===== config.mk =====
export PLATFORM = sky130hd
export DESIGN_NAME = axi_lite_buffer_flat
export DESIGN_NICKNAME = d
export VERILOG_FILES = /design/src/rtl/axi_lite_buffer_if.sv /design/src/rtl/axi_lite_buffer.sv /design/src/flat_wrapper.sv
export SDC_FILE = /design/constraint.sdc
export NUM_CORES = 1
export LEC_CHECK = 0
export BUFFER_PORTS_ARGS = -buffer_cell sky130_fd_sc_hd__buf_2
export CELL_PAD_IN_SITES_DETAIL_PLACEMENT = 2
export CELL_PAD_IN_SITES_GLOBAL_PLACEMENT = 2
export CORE_MARGIN = 4
export CORE_UTILIZATION = 38
export DETAILED_ROUTE_END_ITERATION = 8
export PLACE_DENSITY = 0.84
export SKIP_LAST_GASP = 1
export SLEW_MARGIN = 20
export SYNTH_ARGS = -nofsm -noshare
export SYNTH_HDL_FRONTEND = slang
export SYNTH_SLANG_ARGS = --single-unit

===== constraint.sdc =====
create_clock -name clk -period 3.6 [get_ports clk]
set_clock_uncertainty 0.15 [all_clocks]
set_input_delay 0.36 -clock clk [delete_from_list [all_inputs] [get_ports clk]]
set_output_delay 0.36 -clock clk [all_outputs]
set_load 0.01 [all_outputs]

===== src/rtl/axi_lite_buffer_if.sv =====
// AXI-Lite channel bundle shared by an upstream master and a downstream slave.
//   master modport : drives AW/W/AR request channels and B/R ready
//   slave  modport : drives AW/W/AR ready and the B/R response channels
interface axi_lite_channel #(
  parameter int ADDR_WIDTH = 32,
  parameter int DATA_WIDTH = 32
);
  localparam int STRB_WIDTH = DATA_WIDTH / 8;

  logic                  aw_valid;
  logic                  aw_ready;
  logic [ADDR_WIDTH-1:0] aw_addr;
  logic [2:0]            aw_prot;

  logic                  w_valid;
  logic                  w_ready;
  logic [DATA_WIDTH-1:0] w_data;
  logic [STRB_WIDTH-1:0] w_strb;

  logic                  b_valid;
  logic                  b_ready;
  logic [1:0]            b_resp;

  logic                  ar_valid;
  logic                  ar_ready;
  logic [ADDR_WIDTH-1:0] ar_addr;
  logic [2:0]            ar_prot;

  logic                  r_valid;
  logic                  r_ready;
  logic [DATA_WIDTH-1:0] r_data;
  logic [1:0]            r_resp;

  modport master (
    output aw_valid, aw_addr, aw_prot, input aw_ready,
    output w_valid, w_data, w_strb, input w_ready,
    input b_valid, b_resp, output b_ready,
    output ar_valid, ar_addr, ar_prot, input ar_ready,
    input r_valid, r_data, r_resp, output r_ready
  );

  modport slave (
    input aw_valid, aw_addr, aw_prot, output aw_ready,
    input w_valid, w_data, w_strb, output w_ready,
    output b_valid, b_resp, input b_ready,
    input ar_valid, ar_addr, ar_prot, output ar_ready,
    output r_valid, r_data, r_resp, input r_ready
  );
endinterface


===== src/rtl/axi_lite_buffer.sv =====
// AXI-Lite buffer: one FIFO per channel (depth 0 = wire-through) plus
// write/read outstanding-transaction limiters gating address acceptance.
//   clk    : single clock for both sides
//   rstn   : asynchronous active-low reset
//   slave  : upstream side (this block is the slave)
//   master : downstream side (this block is the master)

// Circular-buffer FIFO. in_ready depends only on the registered count, so
// there is no combinational path from out_ready to in_ready. A full FIFO
// refuses a push even when it is popped in the same cycle.
module axi_lite_buffer_fifo #(
  parameter int WIDTH = 1,
  parameter int DEPTH = 2
) (
  input  logic             clk,
  input  logic             rstn,
  input  logic             in_valid,
  output logic             in_ready,
  input  logic [WIDTH-1:0] in_data,
  output logic             out_valid,
  input  logic             out_ready,
  output logic [WIDTH-1:0] out_data
);
  if (DEPTH == 0) begin : g_wire
    logic unused_clk_rst;
    assign unused_clk_rst = clk ^ rstn;
    assign out_valid      = in_valid;
    assign in_ready       = out_ready;
    assign out_data       = in_data;
  end else begin : g_fifo
    localparam int CNT_W = $clog2(DEPTH + 1);
    localparam int PTR_W = (DEPTH > 1) ? $clog2(DEPTH) : 1;

    logic [CNT_W-1:0] count_q, count_d;
    logic [PTR_W-1:0] wr_ptr_q, wr_ptr_d;
    logic [PTR_W-1:0] rd_ptr_q, rd_ptr_d;
    logic [WIDTH-1:0] mem_q [DEPTH];
    logic             push, pop;

    assign in_ready  = (count_q != CNT_W'(DEPTH));
    assign out_valid = (count_q != '0);
    assign out_data  = mem_q[rd_ptr_q];
    assign push      = in_valid && in_ready;
    assign pop       = out_valid && out_ready;

    always_comb begin
      count_d  = count_q;
      wr_ptr_d = wr_ptr_q;
      rd_ptr_d = rd_ptr_q;
      // Pointers wrap explicitly so DEPTH need not be a power of two.
      if (push) wr_ptr_d = (wr_ptr_q == PTR_W'(DEPTH - 1)) ? '0 : wr_ptr_q + PTR_W'(1);
      if (pop)  rd_ptr_d = (rd_ptr_q == PTR_W'(DEPTH - 1)) ? '0 : rd_ptr_q + PTR_W'(1);
      if (push && !pop)      count_d = count_q + CNT_W'(1);
      else if (!push && pop) count_d = count_q - CNT_W'(1);
    end

    always_ff @(posedge clk or negedge rstn) begin
      if (!rstn) begin
        count_q  <= '0;
        wr_ptr_q <= '0;
        rd_ptr_q <= '0;
      end else begin
        count_q  <= count_d;
        wr_ptr_q <= wr_ptr_d;
        rd_ptr_q <= rd_ptr_d;
      end
    end

    // Payload storage needs no reset; contents are only visible when count != 0.
    always_ff @(posedge clk) begin
      if (push) mem_q[wr_ptr_q] <= in_data;
    end
  end
endmodule

module axi_lite_buffer #(
  parameter int ADDR_WIDTH         = 32,
  parameter int DATA_WIDTH         = 32,
  parameter bit RELAX_CHECK        = 1'b0,
  parameter int AW_DEPTH           = 2,
  parameter int W_DEPTH            = 2,
  parameter int B_DEPTH            = 2,
  parameter int AR_DEPTH           = 2,
  parameter int R_DEPTH            = 2,
  parameter int MAX_WR_OUTSTANDING = 4,
  parameter int MAX_RD_OUTSTANDING = 4
) (
  input  logic           clk,
  input  logic           rstn,
  axi_lite_channel.slave  slave,
  axi_lite_channel.master master
);
  localparam int STRB_WIDTH = DATA_WIDTH / 8;

  if (AW_DEPTH < 0 || AW_DEPTH > 16) begin : g_bad_aw $fatal(1, "AW_DEPTH outside 0..16"); end
  if (W_DEPTH  < 0 || W_DEPTH  > 16) begin : g_bad_w  $fatal(1, "W_DEPTH outside 0..16");  end
  if (B_DEPTH  < 0 || B_DEPTH  > 16) begin : g_bad_b  $fatal(1, "B_DEPTH outside 0..16");  end
  if (AR_DEPTH < 0 || AR_DEPTH > 16) begin : g_bad_ar $fatal(1, "AR_DEPTH outside 0..16"); end
  if (R_DEPTH  < 0 || R_DEPTH  > 16) begin : g_bad_r  $fatal(1, "R_DEPTH outside 0..16");  end
  if (MAX_WR_OUTSTANDING < 1 || MAX_WR_OUTSTANDING > 255) begin : g_bad_mw
    $fatal(1, "MAX_WR_OUTSTANDING outside 1..255");
  end
  if (MAX_RD_OUTSTANDING < 1 || MAX_RD_OUTSTANDING > 255) begin : g_bad_mr
    $fatal(1, "MAX_RD_OUTSTANDING outside 1..255");
  end
  if (!RELAX_CHECK && DATA_WIDTH != 32 && DATA_WIDTH != 64) begin : g_bad_dw
    $fatal(1, "DATA_WIDTH must be 32 or 64");
  end
  if (RELAX_CHECK && (DATA_WIDTH < 8 || DATA_WIDTH > 1024 ||
                      (DATA_WIDTH & (DATA_WIDTH - 1)) != 0)) begin : g_bad_dwr
    $fatal(1, "DATA_WIDTH must be a power of 2 in 8..1024");
  end

  typedef struct packed {
    logic [ADDR_WIDTH-1:0] addr;
    logic [2:0]            prot;
  } ax_pack_t;

  typedef struct packed {
    logic [DATA_WIDTH-1:0] data;
    logic [STRB_WIDTH-1:0] strb;
  } w_pack_t;

  typedef struct packed {
    logic [DATA_WIDTH-1:0] data;
    logic [1:0]            resp;
  } r_pack_t;

  ax_pack_t   aw_in, aw_out, ar_in, ar_out;
  w_pack_t    w_in, w_out;
  r_pack_t    r_in, r_out;
  logic [1:0] b_out;

  logic aw_in_valid, aw_in_ready, aw_out_valid;
  logic ar_in_valid, ar_in_ready, ar_out_valid;
  logic w_out_valid, b_out_valid, r_out_valid;

  logic [7:0] wr_cnt_q, wr_cnt_d;
  logic [7:0] rd_cnt_q, rd_cnt_d;
  logic       wr_open, rd_open;
  logic       aw_hs, b_hs, ar_hs, r_hs;

  // Limiters: address beats are held off (valid gated into the FIFO, ready
  // gated towards upstream) while the in-flight count sits at its cap.
  assign wr_open = (wr_cnt_q != 8'(MAX_WR_OUTSTANDING));
  assign rd_open = (rd_cnt_q != 8'(MAX_RD_OUTSTANDING));

  assign aw_in_valid    = slave.aw_valid && wr_open;
  assign slave.aw_ready = aw_in_ready && wr_open;
  assign ar_in_valid    = slave.ar_valid && rd_open;
  assign slave.ar_ready = ar_in_ready && rd_open;

  assign aw_hs = slave.aw_valid && slave.aw_ready;
  assign b_hs  = slave.b_valid  && slave.b_ready;
  assign ar_hs = slave.ar_valid && slave.ar_ready;
  assign r_hs  = slave.r_valid  && slave.r_ready;

  always_comb begin
    wr_cnt_d = wr_cnt_q;
    rd_cnt_d = rd_cnt_q;
    // A response with nothing outstanding is a protocol violation; hold at 0.
    if (aw_hs && !b_hs)                          wr_cnt_d = wr_cnt_q + 8'd1;
    else if (!aw_hs && b_hs && wr_cnt_q != 8'd0) wr_cnt_d = wr_cnt_q - 8'd1;
    if (ar_hs && !r_hs)                          rd_cnt_d = rd_cnt_q + 8'd1;
    else if (!ar_hs && r_hs && rd_cnt_q != 8'd0) rd_cnt_d = rd_cnt_q - 8'd1;
  end

  always_ff @(posedge clk or negedge rstn) begin
    if (!rstn) begin
      wr_cnt_q <= 8'd0;
      rd_cnt_q <= 8'd0;
    end else begin
      wr_cnt_q <= wr_cnt_d;
      rd_cnt_q <= rd_cnt_d;
    end
  end

  a_wr_no_underflow: assert property (@(posedge clk) disable iff (!rstn)
    !(b_hs && !aw_hs && wr_cnt_q == 8'd0));
  a_rd_no_underflow: assert property (@(posedge clk) disable iff (!rstn)
    !(r_hs && !ar_hs && rd_cnt_q == 8'd0));

  assign aw_in = {slave.aw_addr, slave.aw_prot};
  assign ar_in = {slave.ar_addr, slave.ar_prot};
  assign w_in  = {slave.w_data, slave.w_strb};
  assign r_in  = {master.r_data, master.r_resp};

  axi_lite_buffer_fifo #(.WIDTH($bits(ax_pack_t)), .DEPTH(AW_DEPTH)) u_aw_fifo (
    .clk(clk), .rstn(rstn),
    .in_valid(aw_in_valid), .in_ready(aw_in_ready), .in_data(aw_in),
    .out_valid(aw_out_valid), .out_ready(master.aw_ready), .out_data(aw_out)
  );

  axi_lite_buffer_fifo #(.WIDTH($bits(w_pack_t)), .DEPTH(W_DEPTH)) u_w_fifo (
    .clk(clk), .rstn(rstn),
    .in_valid(slave.w_valid), .in_ready(slave.w_ready), .in_data(w_in),
    .out_valid(w_out_valid), .out_ready(master.w_ready), .out_data(w_out)
  );

  axi_lite_buffer_fifo #(.WIDTH(2), .DEPTH(B_DEPTH)) u_b_fifo (
    .clk(clk), .rstn(rstn),
    .in_valid(master.b_valid), .in_ready(master.b_ready), .in_data(master.b_resp),
    .out_valid(b_out_valid), .out_ready(slave.b_ready), .out_data(b_out)
  );

  axi_lite_buffer_fifo #(.WIDTH($bits(ax_pack_t)), .DEPTH(AR_DEPTH)) u_ar_fifo (
    .clk(clk), .rstn(rstn),
    .in_valid(ar_in_valid), .in_ready(ar_in_ready), .in_data(ar_in),
    .out_valid(ar_out_valid), .out_ready(master.ar_ready), .out_data(ar_out)
  );

  axi_lite_buffer_fifo #(.WIDTH($bits(r_pack_t)), .DEPTH(R_DEPTH)) u_r_fifo (
    .clk(clk), .rstn(rstn),
    .in_valid(master.r_valid), .in_ready(master.r_ready), .in_data(r_in),
    .out_valid(r_out_valid), .out_ready(slave.r_ready), .out_data(r_out)
  );

  assign master.aw_valid = aw_out_valid;
  assign master.aw_addr  = aw_out.addr;
  assign master.aw_prot  = aw_out.prot;
  assign master.w_valid  = w_out_valid;
  assign master.w_data   = w_out.data;
  assign master.w_strb   = w_out.strb;
  assign slave.b_valid   = b_out_valid;
  assign slave.b_resp    = b_out;
  assign master.ar_valid = ar_out_valid;
  assign master.ar_addr  = ar_out.addr;
  assign master.ar_prot  = ar_out.prot;
  assign slave.r_valid   = r_out_valid;
  assign slave.r_data    = r_out.data;
  assign slave.r_resp    = r_out.resp;
endmodule


===== src/flat_wrapper.sv =====
// flat-port wrapper written by rule: the top's interface ports become plain ports
module axi_lite_buffer_flat 
#(
  parameter int ADDR_WIDTH         = 32,
  parameter int DATA_WIDTH         = 32,
  parameter bit RELAX_CHECK        = 1'b0,
  parameter int AW_DEPTH           = 2,
  parameter int W_DEPTH            = 2,
  parameter int B_DEPTH            = 2,
  parameter int AR_DEPTH           = 2,
  parameter int R_DEPTH            = 2,
  parameter int MAX_WR_OUTSTANDING = 4,
  parameter int MAX_RD_OUTSTANDING = 4
)
  (clk, rstn, slave_aw_valid, slave_aw_addr, slave_aw_prot, slave_aw_ready, slave_w_valid, slave_w_data, slave_w_strb, slave_w_ready, slave_b_valid, slave_b_resp, slave_b_ready, slave_ar_valid, slave_ar_addr, slave_ar_prot, slave_ar_ready, slave_r_valid, slave_r_data, slave_r_resp, slave_r_ready, master_aw_valid, master_aw_addr, master_aw_prot, master_aw_ready, master_w_valid, master_w_data, master_w_strb, master_w_ready, master_b_valid, master_b_resp, master_b_ready, master_ar_valid, master_ar_addr, master_ar_prot, master_ar_ready, master_r_valid, master_r_data, master_r_resp, master_r_ready);
  axi_lite_channel #(.ADDR_WIDTH(ADDR_WIDTH), .DATA_WIDTH(DATA_WIDTH)) slave_i ();
  axi_lite_channel #(.ADDR_WIDTH(ADDR_WIDTH), .DATA_WIDTH(DATA_WIDTH)) master_i ();
  input  logic clk;
  input  logic rstn;
  input wire logic [$bits(slave_i.aw_valid)-1:0] slave_aw_valid;
  input wire logic [$bits(slave_i.aw_addr)-1:0] slave_aw_addr;
  input wire logic [$bits(slave_i.aw_prot)-1:0] slave_aw_prot;
  output wire logic [$bits(slave_i.aw_ready)-1:0] slave_aw_ready;
  input wire logic [$bits(slave_i.w_valid)-1:0] slave_w_valid;
  input wire logic [$bits(slave_i.w_data)-1:0] slave_w_data;
  input wire logic [$bits(slave_i.w_strb)-1:0] slave_w_strb;
  output wire logic [$bits(slave_i.w_ready)-1:0] slave_w_ready;
  output wire logic [$bits(slave_i.b_valid)-1:0] slave_b_valid;
  output wire logic [$bits(slave_i.b_resp)-1:0] slave_b_resp;
  input wire logic [$bits(slave_i.b_ready)-1:0] slave_b_ready;
  input wire logic [$bits(slave_i.ar_valid)-1:0] slave_ar_valid;
  input wire logic [$bits(slave_i.ar_addr)-1:0] slave_ar_addr;
  input wire logic [$bits(slave_i.ar_prot)-1:0] slave_ar_prot;
  output wire logic [$bits(slave_i.ar_ready)-1:0] slave_ar_ready;
  output wire logic [$bits(slave_i.r_valid)-1:0] slave_r_valid;
  output wire logic [$bits(slave_i.r_data)-1:0] slave_r_data;
  output wire logic [$bits(slave_i.r_resp)-1:0] slave_r_resp;
  input wire logic [$bits(slave_i.r_ready)-1:0] slave_r_ready;
  output wire logic [$bits(master_i.aw_valid)-1:0] master_aw_valid;
  output wire logic [$bits(master_i.aw_addr)-1:0] master_aw_addr;
  output wire logic [$bits(master_i.aw_prot)-1:0] master_aw_prot;
  input wire logic [$bits(master_i.aw_ready)-1:0] master_aw_ready;
  output wire logic [$bits(master_i.w_valid)-1:0] master_w_valid;
  output wire logic [$bits(master_i.w_data)-1:0] master_w_data;
  output wire logic [$bits(master_i.w_strb)-1:0] master_w_strb;
  input wire logic [$bits(master_i.w_ready)-1:0] master_w_ready;
  input wire logic [$bits(master_i.b_valid)-1:0] master_b_valid;
  input wire logic [$bits(master_i.b_resp)-1:0] master_b_resp;
  output wire logic [$bits(master_i.b_ready)-1:0] master_b_ready;
  output wire logic [$bits(master_i.ar_valid)-1:0] master_ar_valid;
  output wire logic [$bits(master_i.ar_addr)-1:0] master_ar_addr;
  output wire logic [$bits(master_i.ar_prot)-1:0] master_ar_prot;
  input wire logic [$bits(master_i.ar_ready)-1:0] master_ar_ready;
  input wire logic [$bits(master_i.r_valid)-1:0] master_r_valid;
  input wire logic [$bits(master_i.r_data)-1:0] master_r_data;
  input wire logic [$bits(master_i.r_resp)-1:0] master_r_resp;
  output wire logic [$bits(master_i.r_ready)-1:0] master_r_ready;
  assign slave_i.aw_valid = slave_aw_valid;
  assign slave_i.aw_addr = slave_aw_addr;
  assign slave_i.aw_prot = slave_aw_prot;
  assign slave_aw_ready = slave_i.aw_ready;
  assign slave_i.w_valid = slave_w_valid;
  assign slave_i.w_data = slave_w_data;
  assign slave_i.w_strb = slave_w_strb;
  assign slave_w_ready = slave_i.w_ready;
  assign slave_b_valid = slave_i.b_valid;
  assign slave_b_resp = slave_i.b_resp;
  assign slave_i.b_ready = slave_b_ready;
  assign slave_i.ar_valid = slave_ar_valid;
  assign slave_i.ar_addr = slave_ar_addr;
  assign slave_i.ar_prot = slave_ar_prot;
  assign slave_ar_ready = slave_i.ar_ready;
  assign slave_r_valid = slave_i.r_valid;
  assign slave_r_data = slave_i.r_data;
  assign slave_r_resp = slave_i.r_resp;
  assign slave_i.r_ready = slave_r_ready;
  assign master_aw_valid = master_i.aw_valid;
  assign master_aw_addr = master_i.aw_addr;
  assign master_aw_prot = master_i.aw_prot;
  assign master_i.aw_ready = master_aw_ready;
  assign master_w_valid = master_i.w_valid;
  assign master_w_data = master_i.w_data;
  assign master_w_strb = master_i.w_strb;
  assign master_i.w_ready = master_w_ready;
  assign master_i.b_valid = master_b_valid;
  assign master_i.b_resp = master_b_resp;
  assign master_b_ready = master_i.b_ready;
  assign master_ar_valid = master_i.ar_valid;
  assign master_ar_addr = master_i.ar_addr;
  assign master_ar_prot = master_i.ar_prot;
  assign master_i.ar_ready = master_ar_ready;
  assign master_i.r_valid = master_r_valid;
  assign master_i.r_data = master_r_data;
  assign master_i.r_resp = master_r_resp;
  assign master_r_ready = master_i.r_ready;
  axi_lite_buffer #(.ADDR_WIDTH(ADDR_WIDTH), .DATA_WIDTH(DATA_WIDTH), .RELAX_CHECK(RELAX_CHECK), .AW_DEPTH(AW_DEPTH), .W_DEPTH(W_DEPTH), .B_DEPTH(B_DEPTH), .AR_DEPTH(AR_DEPTH), .R_DEPTH(R_DEPTH), .MAX_WR_OUTSTANDING(MAX_WR_OUTSTANDING), .MAX_RD_OUTSTANDING(MAX_RD_OUTSTANDING)) u_core (.clk(clk), .rstn(rstn), .slave(slave_i), .master(master_i));
endmodule

==> results.md <==
- The global-route total usage across every layer is 0.2428.
- Once detail routing completed, the nets flagged for antenna violations numbered 0.
- The static leakage is 6.650 nW.
- During placement, the flow inserted port buffers numbering 305.
- The number of nets produced by synthesis is 823.
- The pre-antenna-repair detailed-routing pass consisted of 4 iterations.
- Tracing the worst setup path back leads to its startpoint at u_core.rd_cnt_q[5].
- Setup repair after global routing left no endpoint under its margin.
- The simple-gate share of the synthesized area is 0.02428.
- Measured along the y axis, the die boundary spans 188.8 um.
- The clock transition time at the flip-flop clock pins of the worst setup and hold paths is 0.07 ns.
- By area, the combinational part of the netlist is dominated by multiplexers.
- Along the worst path, the maximum fanout reaches 9.
- The total half-perimeter wirelength after legalization and detailed placement is 23.99 mm.
- The count of final setup violators is 0.
- Timing would allow up to 290.9 MHz.
- The worst register-to-register path ends at u_core.rd_cnt_q[7].
- The number of global-route vias before repair is 9172.
- From left edge to right edge, the die measures 188.8 um.
- The full die area is 35640 sq um.
- The type of element launching the critical path is a flip-flop.
- The buffer cell driving the clock tree root is sky130_fd_sc_hd__clkbuf_16.
- Measured against its own limit, the worst slew margin works out to 0.3728.
- The TritonCTS clock tree is built.
- Along the worst hold path, the cell count comes to 3.
- Detailed routing inserted a total of 7865 vias.
- OpenSTA, run right after detailed placement, puts the worst setup slack at 0.1358 ns.
- The ratio of cells with drive above 1 in the final layout is 0.4659.
- The detailed router finished its first iteration with 469 violations.
- In the finished design, the share of the clock period the worst path needs comes to 0.9550.
- The initial antenna violation count was 2.
- The average wire length per cell after detail routing is 27.61 um.
- For the worst-skew pair, the clock arrives at the later sink with an insertion delay of 0.53 ns.
- Summed over all failing endpoints, the final setup total negative slack is 0 ns.
- The floorplan step defined a core boundary enclosing 31880 sq um.
- STA puts the critical path data required time at 3.88 ns.
- The number of buffers inserted during clock tree synthesis is 36.
- The number of cells on the worst reg-to-reg path is 9.
- The first global-routing pass estimated 64.42 mm of wire.
- Setup slack closes at 0.1619 ns.
- The initial core utilization is 0.3895.
- The power density over the cells is 861.4 nW/um^2.
- The area of placed instances is 14540 sq um.
- The worst min-delay path category is in -> reg.
- The post-synthesis share of cell area spent on full adders, half adders and majority gates is 0.02136.
- Summing every instance area after synthesis gives 12420 sq um.
- The area fraction in compound gates after synthesis is 0.01814.
- The worst setup path category is reg -> reg.
- The floorplan has 65 rows.
- In this run the deepest clock path goes through 3 buffers.
- The count of pins on the block boundary is 306.
- For this run, the share of the core covered by cells in the final layout is 0.5382.
- The data arrival at the endpoint of the critical path is 3.72 ns.
- The endpoint of the worst hold path is u_core.u_aw_fifo.g_fifo.rd_ptr_q.
- Compared with the post-synthesis result, the final layout area differs by 38.18%.
- The cell area after layout is 17160 sq um.
- The startpoint of the worst register-to-register path is u_core.rd_cnt_q[5].
- Of the synthesized area, sequential elements account for 0.7593.
- The portion of netlist area occupied by mux cells is 0.1419.
- The clock sink count is 320.
- The synthesized-area fraction occupied by xor and xnor cells is 0.02751.
- A synthesized cell averages 19.13 sq um.
- The count of different cell masters after synthesis is 38.
- The most frequent standard cell in the layout excluding fill and tap cells is sky130_fd_sc_hd__buf_2.
- After detailed routing, the total wire length is 44.02 mm.
- Counting I/O delays and the setup requirement, the final critical path takes 3.438 ns.
- The count of final hold-check violations was 0.
- The worst-case IR drop observed on VDD is 0.3550 mV.
- The transition time of the tightest slew-check pin is 0.9408 ns.
- The H-tree depth is 2.
- The remaining design rule violation count is 0.
- Using the TritonRoute via totals, the vias-per-cell ratio works out to 4.934.
- The kind of end point of the critical path is a flip-flop.
- Across the run, the number of max-cap violations was 0.
- After synthesis the netlist holds a flip-flop and latch count of 320.
- Entering global routing, the biggest net connects 37 pins.
- The flow ran to the end, and the final reports show no timing, DRC or antenna violations.
- At the end of routability-driven placement, the weighted congestion stood at 0.7046.
- In this run the most critical hold path is launched from master_aw_ready.
- The yosys synthesis warning count is 0.
- In the layout the commonest cells are sky130_fd_sc_hd__buf_2 (305), sky130_fd_sc_hd__edfxtp_1 (284), sky130_fd_sc_hd__mux2_2 (148), sky130_fd_sc_hd__dlygate4sd3_1 (144), sky130_fd_sc_hd__clkbuf_16 (37).
- Summed over all layers, the global routing overflow is 0.
- The final max-slew violation count is 0.
- Synthesis handed over a netlist of 649 instances.
- In this run the register-to-register setup slack is 0.16 ns.
- The number of inserted filler cells in the final layout is 2904.
- The total number of nets in the final design is 1306.
- The tightest hold path in the finished design has a slack of 0.02175 ns.
-- critical path, stage by stage (launching register included) --
cell and delay [ns]:
sky130_fd_sc_hd__dfrtp_1 0.42, sky130_fd_sc_hd__nor4_2 0.58, sky130_fd_sc_hd__a311oi_4 0.27, sky130_fd_sc_hd__nand2_2 0.30, sky130_fd_sc_hd__ha_1 0.35, sky130_fd_sc_hd__a211oi_1 0.50
sky130_fd_sc_hd__o211ai_1 0.17, sky130_fd_sc_hd__nand2_1 0.11, sky130_fd_sc_hd__mux2i_1 0.26, sky130_fd_sc_hd__xor2_1 0.23
-- power breakdown --
part / total, mW / leakage, nW / switching [mW] / internal, mW
Sequential: 5.73 / 3.06 / 0.562 / 5.17
Clock: 3.70 / 0.559 / 1.55 / 2.14
Combinational: 5.35 / 3.03 / 3.00 / 2.35
Total: 14.8 / 6.65 / 5.12 / 9.66
-- cells in the mapped netlist --
cell | instances | area share
sky130_fd_sc_hd__a21oi_1 | 10 | 0.0040
sky130_fd_sc_hd__fa_1 | 2 | 0.0032
sky130_fd_sc_hd__clkbuf_1 | 9 | 0.0027
sky130_fd_sc_hd__o21ai_0 | 5 | 0.0020
sky130_fd_sc_hd__and2_4 | 1 | 0.00071
sky130_fd_sc_hd__a311oi_2 | 1 | 0.0012
sky130_fd_sc_hd__mux2_2 | 148 | 0.13
sky130_fd_sc_hd__dfrtp_1 | 36 | 0.073
sky130_fd_sc_hd__and3_1 | 4 | 0.0020
sky130_fd_sc_hd__nand2_2 | 2 | 0.0010
sky130_fd_sc_hd__o21bai_2 | 1 | 0.00091
sky130_fd_sc_hd__nand3_1 | 1 | 0.00040
sky130_fd_sc_hd__buf_6 | 1 | 0.00091
sky130_fd_sc_hd__ha_1 | 18 | 0.018
sky130_fd_sc_hd__nand2b_1 | 3 | 0.0015
sky130_fd_sc_hd__buf_1 | 7 | 0.0021
sky130_fd_sc_hd__xnor2_1 | 23 | 0.016
sky130_fd_sc_hd__nor2_1 | 15 | 0.0045
sky130_fd_sc_hd__and2_1 | 4 | 0.0020
sky130_fd_sc_hd__xor2_1 | 16 | 0.011
sky130_fd_sc_hd__a211oi_1 | 2 | 0.0012
sky130_fd_sc_hd__nor2b_1 | 5 | 0.0025
sky130_fd_sc_hd__nand2_1 | 15 | 0.0045
sky130_fd_sc_hd__inv_1 | 6 | 0.0018
sky130_fd_sc_hd__nor4b_1 | 1 | 0.00071
sky130_fd_sc_hd__o21bai_1 | 3 | 0.0018
sky130_fd_sc_hd__mux2i_1 | 2 | 0.0016
sky130_fd_sc_hd__nor4_1 | 2 | 0.0010
sky130_fd_sc_hd__a21o_2 | 1 | 0.00071
sky130_fd_sc_hd__a311o_1 | 1 | 0.00081
sky130_fd_sc_hd__edfxtp_1 | 284 | 0.69
sky130_fd_sc_hd__a21o_1 | 2 | 0.0012
sky130_fd_sc_hd__a2bb2oi_1 | 2 | 0.0014
sky130_fd_sc_hd__mux2_4 | 5 | 0.0060
sky130_fd_sc_hd__nor3_1 | 2 | 0.00081
sky130_fd_sc_hd__o211ai_1 | 3 | 0.0018
sky130_fd_sc_hd__or2_2 | 5 | 0.0025
sky130_fd_sc_hd__a211oi_2 | 1 | 0.0010
-- cells by family (layout without fill, tap and decap cells) --
logic type,after synthesis,in the layout
muxes,155,155
DFF,320,320
buffers and inverters,23,531
other,0,2
xor gates and xnor gates,39,39
AOI/OAI and AO/OA,32,32
adders and majority gates,20,20
and+or+nand+nor,60,60
-- routing by layer --
layer,wire [um],GRT usage,part of all wire
met2,24790,0.4706,0.56
met4,1813,0.09557,0.041
met5,0,0,0
met1,15350,0.2565,0.35
met3,2055,0.04817,0.047
-- layout make-up --
class / count / area [sq um] / share of cell area
clock buffers: 48 / 1027 / 0.05987
repair buffers: 462 / 3065 / 0.1786
well taps: 435 / 544.3 / 0.03172
clock inverters: 15 / 120.1 / 0.007000
diodes: 2 / 5.005 / 0.0002917
flip-flops and latches: 320 / 9429 / 0.5495
inverters: 6 / 22.52 / 0.001313
multi-input cells: 306 / 2945 / 0.1716
-- state kept, by name (all words and copies together) (netlist names) --
name / cells
u_core.u_r_fifo.g_fifo.mem_q: 68
u_core.wr_cnt_q: 8
u_core.u_r_fifo.g_fifo.wr_ptr_q: 1
u_core.u_aw_fifo.g_fifo.mem_q: 70
u_core.u_ar_fifo.g_fifo.rd_ptr_q: 1
u_core.u_w_fifo.g_fifo.count_q: 2
u_core.u_r_fifo.g_fifo.rd_ptr_q: 1
u_core.u_aw_fifo.g_fifo.wr_ptr_q: 1
u_core.u_r_fifo.g_fifo.count_q: 2
u_core.u_b_fifo.g_fifo.mem_q: 4
u_core.u_w_fifo.g_fifo.wr_ptr_q: 1
u_core.u_ar_fifo.g_fifo.mem_q: 70
u_core.u_w_fifo.g_fifo.rd_ptr_q: 1
u_core.u_b_fifo.g_fifo.rd_ptr_q: 1
u_core.u_aw_fifo.g_fifo.count_q: 2
u_core.u_b_fifo.g_fifo.count_q: 2
u_core.rd_cnt_q: 8
u_core.u_ar_fifo.g_fifo.wr_ptr_q: 1
u_core.u_aw_fifo.g_fifo.rd_ptr_q: 1
u_core.u_b_fifo.g_fifo.wr_ptr_q: 1
u_core.u_ar_fifo.g_fifo.count_q: 2
u_core.u_w_fifo.g_fifo.mem_q: 72
-- worst max-delay path by stage --
| stage | to | slack, ns | cells past startpoint |
|---|---|---|---|
| 2_1_floorplan | u_core.u_ar_fifo.g_fifo.mem_q[0][0] | 0.46 | 3 |
| 3_3_place_gp | u_core.rd_cnt_q[6] | 0.39 | 9 |
| 3_5_place_dp | u_core.rd_cnt_q[6] | 0.14 | 9 |
| 4_1_cts | u_core.rd_cnt_q[6] | 0.08 | 9 |
| 5_1_grt | u_core.rd_cnt_q[7] | 0.07 | 9 |
| 6_report | u_core.rd_cnt_q[7] | 0.16 | 9 |
-- per-stage QoR --
step	power, mW	instances
2_1_floorplan	8.732	649
3_3_place_gp	10.26	1385
3_5_place_dp	10.66	1385
4_1_cts	14.50	1592
5_1_grt	15.52	1594
6_report	14.78	1594
-- what timing repair did --
item | CTS | global route
hold buffers | 144 | 0
setup buffers | 0 | 0
hold endpoints to repair | 321 | 0
setup endpoints to repair | 2 | 3
gates resized for setup | 1 | 3
pin swaps | 0 | 1
Note: power is estimated with default switching activity, not from simulation.
